## src/rtl/mem_access_unit_if.sv

```systemverilog
// Data-memory port of the MEM-stage load/store unit: one req/ack access at a time.
interface mem_access_unit_if;
  logic        dmem_req;
  logic        dmem_we;
  logic [31:0] dmem_addr;
  logic [31:0] dmem_wdata;
  logic [3:0]  dmem_be;
  logic        dmem_ack;
  logic [31:0] dmem_rdata;

  modport master (
    output dmem_req, dmem_we, dmem_addr, dmem_wdata, dmem_be,
    input  dmem_ack, dmem_rdata
  );

  modport slave (
    input  dmem_req, dmem_we, dmem_addr, dmem_wdata, dmem_be,
    output dmem_ack, dmem_rdata
  );
endinterface

```

## src/rtl/mem_access_unit.sv

```systemverilog
// RV32I MEM stage: runs one data-memory access per load/store with lane steering
// and load extension, stalls upstream while it is outstanding, drives MEM/WB.
module mem_access_unit #(
  parameter int unsigned MAX_WAIT = 15
) (
  input  logic                     clk,
  input  logic                     rst_n,
  input  logic                     mem_valid,
  input  logic                     mem_read,
  input  logic                     mem_write,
  input  logic [2:0]               funct3,
  input  logic [31:0]              alu_m,
  input  logic [31:0]              store_data,
  input  logic [4:0]               rd_in,
  input  logic                     reg_write_in,
  mem_access_unit_if.master        dmem,
  output logic                     stall,
  output logic [31:0]              wb_w,
  output logic [4:0]               wb_rd,
  output logic                     wb_regwrite,
  output logic [1:0]               fault
);
  localparam logic [0:0] IDLE     = 1'b0;
  localparam logic [0:0] BUSY     = 1'b1;
  localparam logic [7:0] LAST_CNT = 8'(MAX_WAIT - 1);

  function automatic logic [31:0] load_extend(input logic [2:0] f3, input logic [1:0] lo,
                                              input logic [31:0] word);
    logic [7:0]  b;
    logic [15:0] h;
    logic [31:0] r;
    case (lo)
      2'b00:   b = word[7:0];
      2'b01:   b = word[15:8];
      2'b10:   b = word[23:16];
      default: b = word[31:24];
    endcase
    h = lo[1] ? word[31:16] : word[15:0];
    case (f3)
      3'b000:  r = {{24{b[7]}}, b};
      3'b001:  r = {{16{h[15]}}, h};
      3'b100:  r = {24'h000000, b};
      3'b101:  r = {16'h0000, h};
      default: r = word;
    endcase
    return r;
  endfunction

  // Packs {byte enables, lane-replicated write data}.
  function automatic logic [35:0] store_lanes(input logic [2:0] f3, input logic [1:0] lo,
                                              input logic [31:0] d);
    logic [35:0] r;
    case (f3[1:0])
      2'b00:   r = {4'b0001 << lo, {4{d[7:0]}}};
      2'b01:   r = {4'b0011 << lo, {2{d[15:0]}}};
      default: r = {4'b1111, d};
    endcase
    return r;
  endfunction

  logic [0:0]  state_q, state_d;
  logic [7:0]  cnt_q, cnt_d;
  logic [31:0] addr_q, addr_d;
  logic [2:0]  f3_q, f3_d;
  logic        we_q, we_d;
  logic [3:0]  be_q, be_d;
  logic [31:0] wdata_q, wdata_d;
  logic [4:0]  rd_q, rd_d;
  logic        rw_q, rw_d;
  logic [31:0] wb_w_q, wb_w_d;
  logic [4:0]  wb_rd_q, wb_rd_d;
  logic        wb_regwrite_q, wb_regwrite_d;
  logic [1:0]  fault_q, fault_d;
  logic        mem_op_s, f3_ok_s, illegal_s, misal_s, stall_s;
  logic [35:0] lanes_s;

  // Decode legality of the op currently presented by EX/MEM.
  always_comb begin
    mem_op_s = mem_valid & (mem_read | mem_write);
    case (funct3)
      3'b000, 3'b001, 3'b010: f3_ok_s = 1'b1;
      3'b100, 3'b101:         f3_ok_s = ~mem_write;
      default:                f3_ok_s = 1'b0;
    endcase
    illegal_s = (mem_read & mem_write) | ~f3_ok_s;
    misal_s   = ((funct3[1:0] == 2'b01) & alu_m[0]) |
                ((funct3[1:0] == 2'b10) & (alu_m[1:0] != 2'b00));
    lanes_s   = store_lanes(funct3, alu_m[1:0], store_data);
  end

  // Next-state, latched access and MEM/WB computation.
  always_comb begin
    state_d       = state_q;
    cnt_d         = cnt_q;
    addr_d        = addr_q;
    f3_d          = f3_q;
    we_d          = we_q;
    be_d          = be_q;
    wdata_d       = wdata_q;
    rd_d          = rd_q;
    rw_d          = rw_q;
    wb_w_d        = wb_w_q;
    wb_rd_d       = wb_rd_q;
    wb_regwrite_d = 1'b0;
    fault_d       = 2'b00;
    stall_s       = 1'b0;
    case (state_q)
      IDLE: begin
        if (mem_op_s) begin
          if (illegal_s) begin
            fault_d = 2'b11;
          end else if (misal_s) begin
            fault_d = 2'b01;
          end else begin
            addr_d  = alu_m;
            f3_d    = funct3;
            we_d    = mem_write;
            be_d    = lanes_s[35:32];
            wdata_d = lanes_s[31:0];
            rd_d    = rd_in;
            rw_d    = reg_write_in;
            cnt_d   = 8'd0;
            stall_s = 1'b1;
            state_d = BUSY;
          end
        end else begin
          wb_w_d        = alu_m;
          wb_rd_d       = rd_in;
          wb_regwrite_d = reg_write_in & mem_valid;
        end
      end
      BUSY: begin
        if (dmem.dmem_ack) begin
          state_d = IDLE;
          if (!we_q) begin
            wb_w_d        = load_extend(f3_q, addr_q[1:0], dmem.dmem_rdata);
            wb_rd_d       = rd_q;
            wb_regwrite_d = rw_q;
          end else begin
            wb_regwrite_d = 1'b0;
          end
        end else if (cnt_q == LAST_CNT) begin
          // Abort: the stalled instruction retires as a bubble with a timeout fault.
          state_d = IDLE;
          fault_d = 2'b10;
        end else begin
          cnt_d   = cnt_q + 8'd1;
          stall_s = 1'b1;
        end
      end
      default: begin
        state_d = IDLE;
      end
    endcase
  end

  // State and output registers with synchronous active-low reset.
  always_ff @(posedge clk) begin
    if (!rst_n) begin
      state_q       <= IDLE;
      cnt_q         <= 8'd0;
      addr_q        <= 32'd0;
      f3_q          <= 3'd0;
      we_q          <= 1'b0;
      be_q          <= 4'd0;
      wdata_q       <= 32'd0;
      rd_q          <= 5'd0;
      rw_q          <= 1'b0;
      wb_w_q        <= 32'd0;
      wb_rd_q       <= 5'd0;
      wb_regwrite_q <= 1'b0;
      fault_q       <= 2'b00;
    end else begin
      state_q       <= state_d;
      cnt_q         <= cnt_d;
      addr_q        <= addr_d;
      f3_q          <= f3_d;
      we_q          <= we_d;
      be_q          <= be_d;
      wdata_q       <= wdata_d;
      rd_q          <= rd_d;
      rw_q          <= rw_d;
      wb_w_q        <= wb_w_d;
      wb_rd_q       <= wb_rd_d;
      wb_regwrite_q <= wb_regwrite_d;
      fault_q       <= fault_d;
    end
  end

  assign dmem.dmem_req   = (state_q == BUSY);
  assign dmem.dmem_we    = we_q;
  assign dmem.dmem_addr  = {addr_q[31:2], 2'b00};
  assign dmem.dmem_wdata = wdata_q;
  assign dmem.dmem_be    = be_q;
  assign stall           = stall_s & rst_n;
  assign wb_w            = wb_w_q;
  assign wb_rd           = wb_rd_q;
  assign wb_regwrite     = wb_regwrite_q;
  assign fault           = fault_q;
endmodule
```

## src/flat_wrapper.sv

```systemverilog
// flat-port wrapper written by rule: the top's interface ports become plain ports
module mem_access_unit_flat 
#(
  parameter int unsigned MAX_WAIT = 15
)
  (clk, rst_n, mem_valid, mem_read, mem_write, funct3, alu_m, store_data, rd_in, reg_write_in, stall, wb_w, wb_rd, wb_regwrite, fault, dmem_dmem_req, dmem_dmem_we, dmem_dmem_addr, dmem_dmem_wdata, dmem_dmem_be, dmem_dmem_ack, dmem_dmem_rdata);
  mem_access_unit_if dmem_i ();
  input  logic clk;
  input  logic rst_n;
  input  logic mem_valid;
  input  logic mem_read;
  input  logic mem_write;
  input  logic [2:0] funct3;
  input  logic [31:0] alu_m;
  input  logic [31:0] store_data;
  input  logic [4:0] rd_in;
  input  logic reg_write_in;
  output logic stall;
  output logic [31:0] wb_w;
  output logic [4:0] wb_rd;
  output logic wb_regwrite;
  output logic [1:0] fault;
  output wire logic [$bits(dmem_i.dmem_req)-1:0] dmem_dmem_req;
  output wire logic [$bits(dmem_i.dmem_we)-1:0] dmem_dmem_we;
  output wire logic [$bits(dmem_i.dmem_addr)-1:0] dmem_dmem_addr;
  output wire logic [$bits(dmem_i.dmem_wdata)-1:0] dmem_dmem_wdata;
  output wire logic [$bits(dmem_i.dmem_be)-1:0] dmem_dmem_be;
  input wire logic [$bits(dmem_i.dmem_ack)-1:0] dmem_dmem_ack;
  input wire logic [$bits(dmem_i.dmem_rdata)-1:0] dmem_dmem_rdata;
  assign dmem_dmem_req = dmem_i.dmem_req;
  assign dmem_dmem_we = dmem_i.dmem_we;
  assign dmem_dmem_addr = dmem_i.dmem_addr;
  assign dmem_dmem_wdata = dmem_i.dmem_wdata;
  assign dmem_dmem_be = dmem_i.dmem_be;
  assign dmem_i.dmem_ack = dmem_dmem_ack;
  assign dmem_i.dmem_rdata = dmem_dmem_rdata;
  mem_access_unit #(.MAX_WAIT(MAX_WAIT)) u_core (.clk(clk), .rst_n(rst_n), .mem_valid(mem_valid), .mem_read(mem_read), .mem_write(mem_write), .funct3(funct3), .alu_m(alu_m), .store_data(store_data), .rd_in(rd_in), .reg_write_in(reg_write_in), .dmem(dmem_i), .stall(stall), .wb_w(wb_w), .wb_rd(wb_rd), .wb_regwrite(wb_regwrite), .fault(fault));
endmodule
```

## config.mk

```make
export PLATFORM = sky130hd
export DESIGN_NAME = mem_access_unit_flat
export DESIGN_NICKNAME = d
export VERILOG_FILES = /design/src/rtl/mem_access_unit_if.sv /design/src/rtl/mem_access_unit.sv /design/src/flat_wrapper.sv
export SDC_FILE = /design/constraint.sdc
export NUM_CORES = 1
export LEC_CHECK = 0
export CAP_MARGIN = 20
export CELL_PAD_IN_SITES_DETAIL_PLACEMENT = 1
export CELL_PAD_IN_SITES_GLOBAL_PLACEMENT = 2
export CORE_MARGIN = 2
export CORE_UTILIZATION = 25
export DETAILED_ROUTE_END_ITERATION = 8
export PLACE_DENSITY_LB_ADDON = 0.15
export SYNTH_ARGS = -nofsm -noshare
export SYNTH_HDL_FRONTEND = slang
export SYNTH_SLANG_ARGS = --single-unit
```

## constraint.sdc

```tcl
create_clock -name clk -period 3.5 [get_ports clk]
set_input_delay 0.875 -clock clk [delete_from_list [all_inputs] [get_ports clk]]
set_output_delay 0.875 -clock clk [all_outputs]
set_load 0.01 [all_outputs]
```

==> run_results.csv <==
group,metric,value,unit
run_status,status,"complete, no violations",
setup_path,crit_buf_inv,2,
final_layout,utilization,0.381,
logic_synthesis,synth_fa_ha_area_frac,0.00423,
setup_path,critPathKind,"primary input to primary output",
global_route,grt_pass1_vias,5873,
timing,finalCritPeriodShare,0.948,
timing,fin_skew,0.0113,ns
die,pin_count,222,
logic_synthesis,yosysSeqAreaShare,0.430,
flow_run,maxCapViolCount,0,
setup_path,crit_path_max_incr_delay,0.53,ns
routing,drc_errors,0,
clock_tree,cts_root_buffer,"clkbuf_16",
clock_tree,cts.clk_slew.worst_paths,0.06,ns
final_layout,final_cell_mix,"clkdlybuf4s50_1 (216), dfxtp_1 (126), nand2_1 (80)",
routing,wl_per_cell,19.4,um
logic_synthesis,synth_top_family_by_area,"compound AO/OA/AOI/OAI gates",
die,start_util,0.253,
die,design.core.area,23300,sq um
setup_path,path_cells,"clkdlybuf4s50_1 -> o21ai_1 -> nand2_1 -> nor2_2 -> nand3_1 -> nand2_1 -> clkdlybuf4s50_1",
logic_synthesis,synth_seq_cells,127,
timing,max_freq,301,MHz
placement,place.gp.congestion,0.750,
logic_synthesis,synth_warnings,0,
die,dieWidth,158,um
placement,placed_cell_area,8300,sq um
timing,rsz0062_at_grt,"no",
setup_path,path_max_fanout,3,
logic_synthesis,netlist_instances,617,
timing,tightest_slew,0.923,ns
global_route,grt.total_usage,0.179,
placement,numPortBuffers,219,
routing,drt_iter0_markers,195,
routing,vias,5480,
routing,ant_nets,0,
die,die_h,158,um
timing,fin_crit,3.32,ns
logic_synthesis,synth_top_area_frac,0.430,
final_layout,nNetsFinal,915,
clock_tree,cts-buffers-inserted,17,
logic_synthesis,synth_area_leaders,"dfxtp_1 (43%), a22o_1 (7.7%), mux2i_1 (5.8%), nand2_1 (5.1%), buf_4 (4.2%)",
clock_tree,insertion_delay,0.43,ns
setup_path,critPathLaunchType,"primary input",
logic_synthesis,muxShareOfSynthArea,0.0823,
clock_tree,cts.sink_count,127,
power,cellPowerDensity,455,nW/um^2
final_layout,final_common_cell,"clkdlybuf4s50_1",
routing,dr.pass1.iters,4,
clock_tree,clk_path_buf_depth,2,
clock_tree,cts_tree,"built",
placement,preCtsSetupSlack,-0.0321,ns
final_layout,syn_to_final_growth,50.5,%
placement,dp_hpwl,16300,um
power,max-vdd-ir-drop,233,uV
timing,hold_viol,0,
global_route,grt_pass1_wl,34300,um
timing,setup_slack,0.181,ns
die,rows,56,
clock_tree,postCtsSetupBuffers,0,
final_layout,design_area,8900,sq um
timing,slew_headroom,0.385,
setup_path,cp_data_required_time,2.62,ns
logic_synthesis,ys_types,53,
global_route,grt_overflow,0,
timing,tns,0,ns
power,p_leak,0.00323,uW
setup_path,crit_path_end_kind,"primary output",
setup_path,crit_slowest_cell,"clkdlybuf4s50_1",
logic_synthesis,syn_avg_cell_area,9.58,sq um
logic_synthesis,synth_xor_area_frac,0.00889,
logic_synthesis,async_flop_share,0,
logic_synthesis,synth_area,5910,sq um
die,die-area,24900,sq um
clock_tree,htreeDepth,4,
global_route,grt_antenna_before_repair,3,
setup_path,path_delay_family,"buffers and inverters",
timing,setup_viol,0,
timing,slew_viol_final,0,
logic_synthesis,synthSimpleGateAreaFrac,0.127,
routing,via_per_inst,4.82,
global_route,grt_max_degree,76,
timing,worst_hold_slack,0.457,ns
routing,wirelength,22100,um
logic_synthesis,synth.largest_area_cell,"dfxtp_1",
clock_tree,hold_buffers,0,
logic_synthesis,synth-edff-count,0,
setup_path,cp.arrival,2.44,ns
min_path,hp-class,"register to register",
logic_synthesis,synth_compound_area_frac,0.267,
final_layout,drive_gt1_frac,0.128,
logic_synthesis,synth-main-ff-cell,"dfxtp_1",
## area by class of cell
type	count	area, sq um
clock inverters	15	153
fillers	2642	14400
diodes	3	7.51
clock buffers	17	425
flip-flops and latches	127	2550
multi-input cells	405	2920
well taps	319	399
inverters	3	11.3
repair buffers	248	2430
## synthesized netlist by cell type, drive strengths merged, types with 2 or more instances
cell type	instances
dfxtp	127
nand2	80
buf	55
a22o	52
a21oi	36
nor2	36
mux2i	34
clkbuf	28
o221ai	24
o2bb2ai	18
o21ai	17
mux2	11
nor2b	11
a32o	10
and3	10
a221oi	8
o211ai	8
a211oi	6
xor2	6
nand2b	5
nand3	5
inv	3
nand4	3
nor4	3
and2	2
ha	2
nor3	2
o21bai	2
## power by group
group          internal (uW)  total (uW)  switching, uW
Sequential              1520        1570           45.4
Clock                   1000        1770            770
Combinational            371         708            337
## repair_timing
| action | in CTS | in global routing |
|---|---|---|
| endpoints found under the setup margin | 1 | 1 |
| hold endpoints to repair | 0 | 0 |
| resized for setup | 2 | 5 |
## stage by stage
step	power, uW	std cells
floorplan	1920	618
global placement	2300	1102
detailed placement	2310	1102
CTS	4120	1134
global route	4240	1134
finish	4050	1137
## kinds of logic after synthesis
group,count (synthesis)
AO/OA/AOI/OAI,187
flip-flops,127
AND/OR/NAND/NOR,162
other,1
buffers and inverters,86
multiplexers,46
adder cells (fa/ha/maj),2
XOR/XNOR,6
## registers in the layout, summed over array words and instances (netlist names)
signal	flops
u_core.addr_q	32
u_core.dmem.dmem_wdata	32
u_core.wb_w	32
u_core.cnt_q	8
u_core.rd_q	5
u_core.wb_rd	5
u_core.dmem.dmem_be	4
u_core.f3_q	3
u_core.fault	2
u_core.dmem.dmem_req	1
u_core.dmem.dmem_we	1
u_core.rw_q	1
u_core.wb_regwrite	1
## worst paths after layout
| check | startpoint | endpoint | slack (ns) | cells after the start |
|---|---|---|---|---|
| min reg2reg | u_core.wb_w[31] | u_core.wb_w[31] | 0.46 | 2 |
| min | u_core.wb_w[31] | u_core.wb_w[31] | 0.46 | 2 |
| max | funct3[2] | stall | 0.18 | 7 |
| max reg2reg | u_core.dmem.dmem_req | u_core.wb_w[11] | 1.29 | 5 |
## routing by layer
layer	vias to the layer above	GRT usage	wire [um]
met2	140	0.296	10600
met5	-	0	13
met4	2	0.0494	313
met3	20	0.0580	1330
met1	2698	0.224	9900
li1	2620	-	-
## worst register-to-register path, stage by stage (launching register included)
cell and delay (ns):
dfxtp_4 0.37, buf_4 0.69, a21o_1 0.30, buf_4 0.33, nand2_1 0.11, a221oi_1 0.29
No activity file was read; power rests on OpenSTA's default activity.
